## src/rtl/string2states.sv

```systemverilog
// string2states: parses ASCII command lines from a host link into game
// configuration fields (wires, button, timer, strikes).
// Line format: <letter><payload><LF|CR>. A good line is committed to its
// output through a one-cycle COMMIT state; a bad line raises a one-cycle err.
// Optional build macro CASE_INSENSITIVE_EN: when defined, the lowercase
// command letters w/b/t/s are accepted as well as the uppercase ones.
module string2states (
    input  logic       clk,
    input  logic       rst_n,
    input  logic [7:0] char_in,
    input  logic       char_valid,
    output logic       char_ready,
    output logic [5:0] wires_cfg,
    output logic [1:0] button_color,
    output logic [9:0] timer_secs,
    output logic [1:0] strikes,
    output logic       update,
    output logic       err
);

    typedef enum logic [2:0] {
        IDLE, WIRES, BUTTON, TIMER, STRIKES, DISCARD, COMMIT
    } state_t;

    state_t     state, state_nxt;
    logic [9:0] shadow, shadow_nxt;   // payload being assembled
    logic [2:0] count, count_nxt;     // payload characters taken so far
    logic       err_nxt;
    logic       load_wires, load_button, load_timer, load_strikes;

    logic       accept;
    logic       is_term;
    logic       is_digit;
    logic [3:0] digit;
    logic [7:0] letter;

    // A character moves only when both sides agree.
    assign accept   = char_valid && char_ready;
    assign is_term  = (char_in == 8'h0A) || (char_in == 8'h0D);
    assign is_digit = (char_in >= 8'h30) && (char_in <= 8'h39);
    assign digit    = char_in[3:0];

`ifdef CASE_INSENSITIVE_EN
    // Fold lowercase onto uppercase so both spellings decode the same.
    assign letter = ((char_in >= 8'h61) && (char_in <= 8'h7A)) ? (char_in & 8'hDF) : char_in;
`else
    assign letter = char_in;
`endif

    // Only COMMIT stalls the link; update marks that single cycle.
    assign char_ready = (state != COMMIT);
    assign update     = (state == COMMIT);

    // Next-state, payload accumulation and commit/error decisions.
    always_comb begin
        // NOTE: every signal gets a default first so no path leaves one unassigned (no latches).
        state_nxt    = state;
        shadow_nxt   = shadow;
        count_nxt    = count;
        err_nxt      = 1'b0;
        load_wires   = 1'b0;
        load_button  = 1'b0;
        load_timer   = 1'b0;
        load_strikes = 1'b0;

        if (state == COMMIT) begin
            state_nxt = IDLE;
        end else if (accept) begin
            unique case (state)
                IDLE: begin
                    shadow_nxt = '0;
                    count_nxt  = '0;
                    if (is_term)               state_nxt = IDLE;
                    else if (letter == 8'h57)  state_nxt = WIRES;    // 'W'
                    else if (letter == 8'h42)  state_nxt = BUTTON;   // 'B'
                    else if (letter == 8'h54)  state_nxt = TIMER;    // 'T'
                    else if (letter == 8'h53)  state_nxt = STRIKES;  // 'S'
                    else                       state_nxt = DISCARD;
                end
                WIRES: begin
                    if (is_term) begin
                        if (count == 3'd6) begin
                            state_nxt  = COMMIT;
                            load_wires = 1'b1;
                        end else begin
                            state_nxt = IDLE;
                            err_nxt   = 1'b1;
                        end
                    end else if ((char_in == 8'h30 || char_in == 8'h31) && count < 3'd6) begin
                        shadow_nxt = {shadow[8:0], char_in[0]};
                        count_nxt  = count + 3'd1;
                    end else begin
                        state_nxt = DISCARD;
                    end
                end
                BUTTON, STRIKES: begin
                    if (is_term) begin
                        if (count == 3'd1) begin
                            state_nxt    = COMMIT;
                            load_button  = (state == BUTTON);
                            load_strikes = (state == STRIKES);
                        end else begin
                            state_nxt = IDLE;
                            err_nxt   = 1'b1;
                        end
                    end else if (is_digit && count == 3'd0 &&
                                 digit <= ((state == BUTTON) ? 4'd3 : 4'd2)) begin
                        shadow_nxt = {6'd0, digit};
                        count_nxt  = 3'd1;
                    end else begin
                        state_nxt = DISCARD;
                    end
                end
                TIMER: begin
                    if (is_term) begin
                        if (count != 3'd0) begin
                            state_nxt  = COMMIT;
                            load_timer = 1'b1;
                        end else begin
                            state_nxt = IDLE;
                            err_nxt   = 1'b1;
                        end
                    end else if (is_digit && count < 3'd3) begin
                        // At most three digits, so the result never exceeds 999.
                        shadow_nxt = (shadow * 10'd10) + {6'd0, digit};
                        count_nxt  = count + 3'd1;
                    end else begin
                        state_nxt = DISCARD;
                    end
                end
                DISCARD: begin
                    if (is_term) begin
                        state_nxt = IDLE;
                        err_nxt   = 1'b1;
                    end
                end
                default: state_nxt = IDLE;
            endcase
        end
    end

    // State, payload and output registers; outputs load on the edge into COMMIT.
    always_ff @(posedge clk or negedge rst_n) begin
        // NOTE: sequential state uses non-blocking assignments so all flops update together.
        if (!rst_n) begin
            state        <= IDLE;
            shadow       <= '0;
            count        <= '0;
            err          <= 1'b0;
            wires_cfg    <= '0;
            button_color <= '0;
            timer_secs   <= 10'd300;
            strikes      <= '0;
        end else begin
            state  <= state_nxt;
            shadow <= shadow_nxt;
            count  <= count_nxt;
            err    <= err_nxt;
            if (load_wires)   wires_cfg    <= shadow[5:0];
            if (load_button)  button_color <= shadow[1:0];
            if (load_timer)   timer_secs   <= shadow;
            if (load_strikes) strikes      <= shadow[1:0];
        end
    end

endmodule

```

## config.mk

```make
export PLATFORM = sky130hd
export DESIGN_NAME = string2states
export DESIGN_NICKNAME = d
export VERILOG_FILES = /design/src/rtl/string2states.sv
export SDC_FILE = /design/constraint.sdc
export NUM_CORES = 1
export LEC_CHECK = 0
export CORE_MARGIN = 1
export CORE_UTILIZATION = 50
export CTS_CLUSTER_DIAMETER = 150
export DETAILED_ROUTE_END_ITERATION = 16
export PLACE_DENSITY = 0.77
export SLEW_MARGIN = 20
export SYNTH_ARGS = -nofsm -noshare
export SYNTH_HDL_FRONTEND = slang
export SYNTH_SLANG_ARGS = --single-unit
export TNS_END_PERCENT = 50
```

## constraint.sdc

```tcl
create_clock -name clk -period 2.6 [get_ports clk]
set_clock_uncertainty 0.2 [all_clocks]
set_input_delay 0.26 -clock clk [delete_from_list [all_inputs] [get_ports clk]]
set_output_delay 0.26 -clock clk [all_outputs]
set_load 0.01 [all_outputs]
```

# Word level (Yosys, flattened, before mapping)
# Index checks and enable logic that the tools add are counted.
[word_totals]
in_bits = 11
ram_bits = 0
latch_bits = 0
mem_count = 0
mem_bits_ro = 0
ff_bits = 37
word_cells = 123
out_inout_bits = 23
[classes]
n_bitwise = 1
div = 0
addsub = 2
shift = 0
reduce_logical = 16
order_cmp = 5
mux = 63
multipliers = 1
eq_ne = 27
[op_table]
columns = ["op", "n"]
rows = [
  ["2-to-1 mux 3 bit", 22],
  ["2-to-1 mux 10 bit", 6],
  ["case mux 10 bit (4 select lines)", 1],
  ["equality test 8 x 7 -> 1 bit (second input constant)", 4],
  ["2-to-1 mux 1 bit", 31],
  ["equality test 8 x 4 -> 1 bit (second input constant)", 2],
  ["equality test 8 x 6 -> 1 bit (second input constant)", 2],
  ["case mux 3 bit (5 select lines)", 1],
  ["equality test 3 bit (second input constant)", 4],
  ["!= test 2 bit (second input constant)", 6],
  ["!= test 4 bit (second input constant)", 3],
  ["case mux 3 bit (4 select lines)", 1],
  ["adder 10 x 4 -> 10 bit", 1],
  ["multiplier 10 x 3 -> 9 bit (second input constant)", 1],
  ["AND reduction 9 bit", 1],
  ["greater-or-equal comparator 8 x 6 -> 1 bit (second input constant)", 1],
  ["<= comparator 8 x 6 -> 1 bit (second input constant)", 1],
  ["equality test 3 x 1 -> 1 bit (second input constant)", 2],
  ["equality test 3 x 2 -> 1 bit (second input constant)", 2],
  ["logical AND 1 bit", 6],
  ["zero test 3 bit", 2],
  ["!= test 3 bit (second input constant)", 2],
  ["AND reduction 5 bit", 1],
  ["<= comparator 4 x 2 -> 1 bit", 1],
  ["other kinds (10)", 11],
]

# Logic depth before layout (Yosys ltp)
# Gate-level depths: netlist of the first run.
[logic_depth]
ltp_word = 9
depth_mapped = 12
ltp_nobuf = 11

# Worst setup path before layout of the first run
# No wires, ideal clock.
[synth_path]
path_type = "reg2reg"
start = "register shadow[1]"
end = "register shadow[8]"
required_ps = 2331
path_stages_with_launch = 10
t_arrival_ps = 2501
path_buffers = 0
synth_period_minus_slack_ps = 2770
path_slack_ps = -170
setup_time_ps = 69
cell_sequence = "dfrtp_1 > ha_1 > ha_1 > inv_1 > fa_1 > nor4b_1 > nand2_1 > xor2_1 > or4_1 > nand3_1"
[synth_via]
elab_chain_len = 5
[synth_rtl]
columns = ["element", "line", "source"]
rows = [
  ["start, declared", "26", "logic [9:0] shadow, shadow_nxt;"],
  ["start signal, assigned", "156", "shadow <= shadow_nxt;"],
  ["multiplier 10 x 3 -> 9 bit", "125", "shadow_nxt = (shadow * 10'd10) + {6'd0, digit};"],
  ["adder 10 x 4 -> 10 bit", "125", ""],
  ["2-to-1 mux 10 bit", "123", "end else if (is_digit && count < 3'd3) begin"],
  ["2-to-1 mux 10 bit", "115", "if (is_term) begin"],
  ["case mux 10 bit (4 select lines)", "69", "unique case (state)"],
]
# Every way passes these cells. The select of a mux whose other input is x is not followed.
# A chain may end at the register's enable or synchronous reset.

# Worst setup path after layout of the first run
[layout_path]
start = "register shadow[2]"
end = "register shadow[8]"
# Same word-level chain as after synthesis.

==> flow_summary.toml, run 1 <==
[pwr]
p_seq_share_pct = 22.6
swShare_pct = 42.5
powerDensity_mw_per_mm2 = 963
p_sw_w = 0.00142
p_int_w = 0.00191
max-vdd-ir-drop_uv = 604
leakage_nw = 1.58
pwr-share-comb_pct = 62.1
clkPwrFrac_pct = 15.2

[yosys]
syn_inst = 259
syn-cell-area_mm2 = 0.00248
synth_fp_nets = 291
yosysWarnings = 0
synthFlopType = "dfrtp_1"
yosysSeqAreaShare_pct = 37.6
synth_edf_count = 0
synthArstFlopShare_pct = 100
netlist-cell-type-count = 48
ys_ff_latch = 37
synth_area_per_cell_um2 = 9.57

[layout]
synthToLayoutAreaGrowth_pct = 39.6
post-route-util_pct = 72.7
seq_area_um2 = 932
nets = 363
antenna_cells = 0
drive_gt1_share_pct = 30.1
fin_cells = 399
multiInputGateArea_mm2 = 0.00160
post-route-cell-area_mm2 = 0.00346
fillers = 338

[timing]
finalHoldViolations = 0
fmax_mhz = 359
finalCritPeriodShare_pct = 107
max_slew_margin_pct = 46.3
layout_min_cycle_time_ns = 2.79
drv_slew = 0
rsz0062_at_grt = "true"
worstMarginPinSlew_ns = 0.806
fin_ws_ns = -0.189
finalSetupTns_ns = -0.277
setup_viol = 3

[critical_path]
critPathRequiredTime_ns = 2.64
end_kind = "flop"
start_kind = "flop"
cp-startpoint = "shadow[2]"
critPathArrivalTime_ns = 2.83
r2r_slack_ns = -0.19
endpoint = "shadow[8]"
r2r_start = "shadow[2]"
setup.worst_path.class = "reg -> reg"
rr_endpoint = "shadow[8]"
r2r_cells = 9
cp_max_fo = 3

[route]
num_vias = 2238
ant_nets = 0
routed_via_density = 5.61
wirelength_um = 6520
wire_per_inst_um = 16.3
drt_iter0_markers = 149
drt_first_pass_iters = 4
drc_errors = 0

[clock_tree]
cts_htree_levels = 2
tritoncts = "yes"
clockRootBuffer = "clkbuf_8"
numCtsBuffers = 5
clock-sinks = 37
worstSkewPairLatency_ns = 0.30
clkTransAtPathRegs_ns = 0.08
clk_path_buf_depth = 2

[die]
die_x_um = 72.4
fp.dieH_um = 72.4
start_util_pct = 52.1
dieArea_mm2 = 0.00524
num_rows = 25
coreArea_mm2 = 0.00475
io_pins = 34

[flow_run]
max_cap_violations = 0

[placement]
port_buffers = 33
hpwl_um = 4360
pre_cts_ws_ns = -0.302
placed_cells = 387
routabilityCongestion = 0.894
placed_area_mm2 = 0.00317

[global_routing]
overflow = 0
grt_pass1_vias = 2200
grt_max_degree = 38
grtUsageTotal_pct = 24.9
grt_first_pass_wirelength_um = 10000
antenna_found_initial = 0

[outcome]
status = "finished, violations left"
violations = "setup timing"

[min_path]
holdCritPathClass = "reg -> reg"
-- state kept, by name (all words and copies together) (netlist names) --
signal        flops
button_color      2
err               1
timer_secs       10
wires_cfg         6
count             3
strikes           2
state             3
shadow           10
-- synthesized netlist by cell type (5+ instances only) --
cell,count,share of area [%]
o31ai_1,5,1.5
o21ai_0,15,3.0
nor2b_1,5,1.3
xor2_1,7,2.5
clkbuf_1,5,0.76
xnor2_1,5,1.8
nor2_1,21,3.2
nor3_1,5,1.0
inv_1,17,2.6
dfrtp_1,33,33
ha_1,19,9.6
mux2_2,21,9.5
nand3_1,5,1.0
nand2_1,22,3.3
a21oi_1,21,4.2
-- worst min-delay path by stage --
stage,from,end,slack [ns],depth (start not counted)
2_1_floorplan,rst_n,button_color[0],-0.24,0
3_3_place_gp,rst_n,timer_secs[6],0.19,1
3_5_place_dp,rst_n,timer_secs[6],0.19,1
4_1_cts,timer_secs[0],timer_secs[0],0.31,1
5_1_grt,timer_secs[1],timer_secs[1],0.33,1
6_report,timer_secs[0],timer_secs[0],0.31,1
-- kinds of logic after synthesis --
family	synth area share, %
adder cells (fa/ha/maj)	11.2
AND/OR/NAND/NOR	16.4
XOR/XNOR	5.15
AO/OA/AOI/OAI	14.1
buffers and inverters	3.94
flip-flops	37.6
multiplexers	11.6
-- critical path, stage by stage (launching register included) --
cell,delay [ns]
dfrtp_2,0.46
ha_4,0.30
inv_1,0.06
fa_2,0.41
xor2_2,0.20
nor4b_2,0.27
nand2_1,0.12
xor2_1,0.15
or4_1,0.48
nand3_1,0.08
-- power groups by stage --
stage	combinational (W)	clock (W)	sequential [W]
global route	0.00224	0.000533	0.000766
CTS	0.00180	0.000520	0.000734
detailed placement	0.00170	0	0.000747
global placement	0.00167	0	0.000740
finish	0.00207	0.000507	0.000754
floorplan	0.00104	0	0.000775
-- final cells by class --
class	count	share of cell area (%)
inverter	17	1.85
clock inverter	3	1.34
tap	67	2.42
timing repair buffer	73	19.1
clock buffer	5	1.99
sequential	37	27.0
multi-input combinational	197	46.3
-- per-layer routing --
layer / vias to the layer above / part of all wire (%) / GRT usage (%)
met3: 17 / 4.5 / 4.44
met5: - / 0 / 0
li1: 1076 / - / -
met4: 0 / 3.1 / 9.15
met2: 68 / 49 / 42.1
met1: 1077 / 43 / 32.1
-- what timing repair did --
action	in CTS	in global routing
gates cloned	0	0
resized for setup	5	15
setup endpoints to repair	3	8
hold endpoints to repair	33	0
pin swaps	7	9
hold buffers	1	0
setup buffers	3	0
-- per-stage QoR --
step | total power, W | hold slack [ns]
final | 0.00333 | 0.310
after global routing | 0.00354 | 0.330
after CTS | 0.00306 | 0.312
after detailed placement | 0.00245 | 0.193
after global placement | 0.00241 | 0.191
after floorplan | 0.00182 | -0.236
-- cell usage in the layout (no fill, tap or decap), types with 2 or more instances in the layout --
| cell type | count |
|---|---|
| mux2i_1 | 4 |
| xnor2_2 | 2 |
| ha_1 | 13 |
| buf_6 | 2 |
| a21o_1 | 2 |
| nor3_1 | 3 |
| nor4_1 | 2 |
| nand2_2 | 2 |
| a22oi_1 | 2 |
| dfstp_2 | 4 |
| nand3_1 | 5 |
| inv_1 | 16 |
| clkbuf_8 | 5 |
| xor2_1 | 6 |
| buf_4 | 35 |
| o22a_1 | 2 |
| xnor2_1 | 3 |
| nor2_1 | 21 |
| or3_1 | 2 |
| a21oi_2 | 2 |
| o31ai_1 | 5 |
| dfrtp_1 | 32 |
| nand2_1 | 21 |
| nor2b_1 | 5 |
| nor3_4 | 2 |
| a31oi_1 | 2 |
| nand4_1 | 4 |
| mux2_2 | 21 |
| buf_12 | 2 |
| a21oi_1 | 18 |
| o21ai_0 | 13 |
| ha_4 | 6 |
| o21ai_1 | 2 |
| clkdlybuf4s50_1 | 32 |
| o211ai_1 | 3 |
No activity file was read; power rests on OpenSTA's default activity.
==> run 2: changes to the inputs <==
CAP_MARGIN = 20   (was not set)
==> results of run 2 <==
No change in the layout: final DEF, timing and power equal those of run 1.
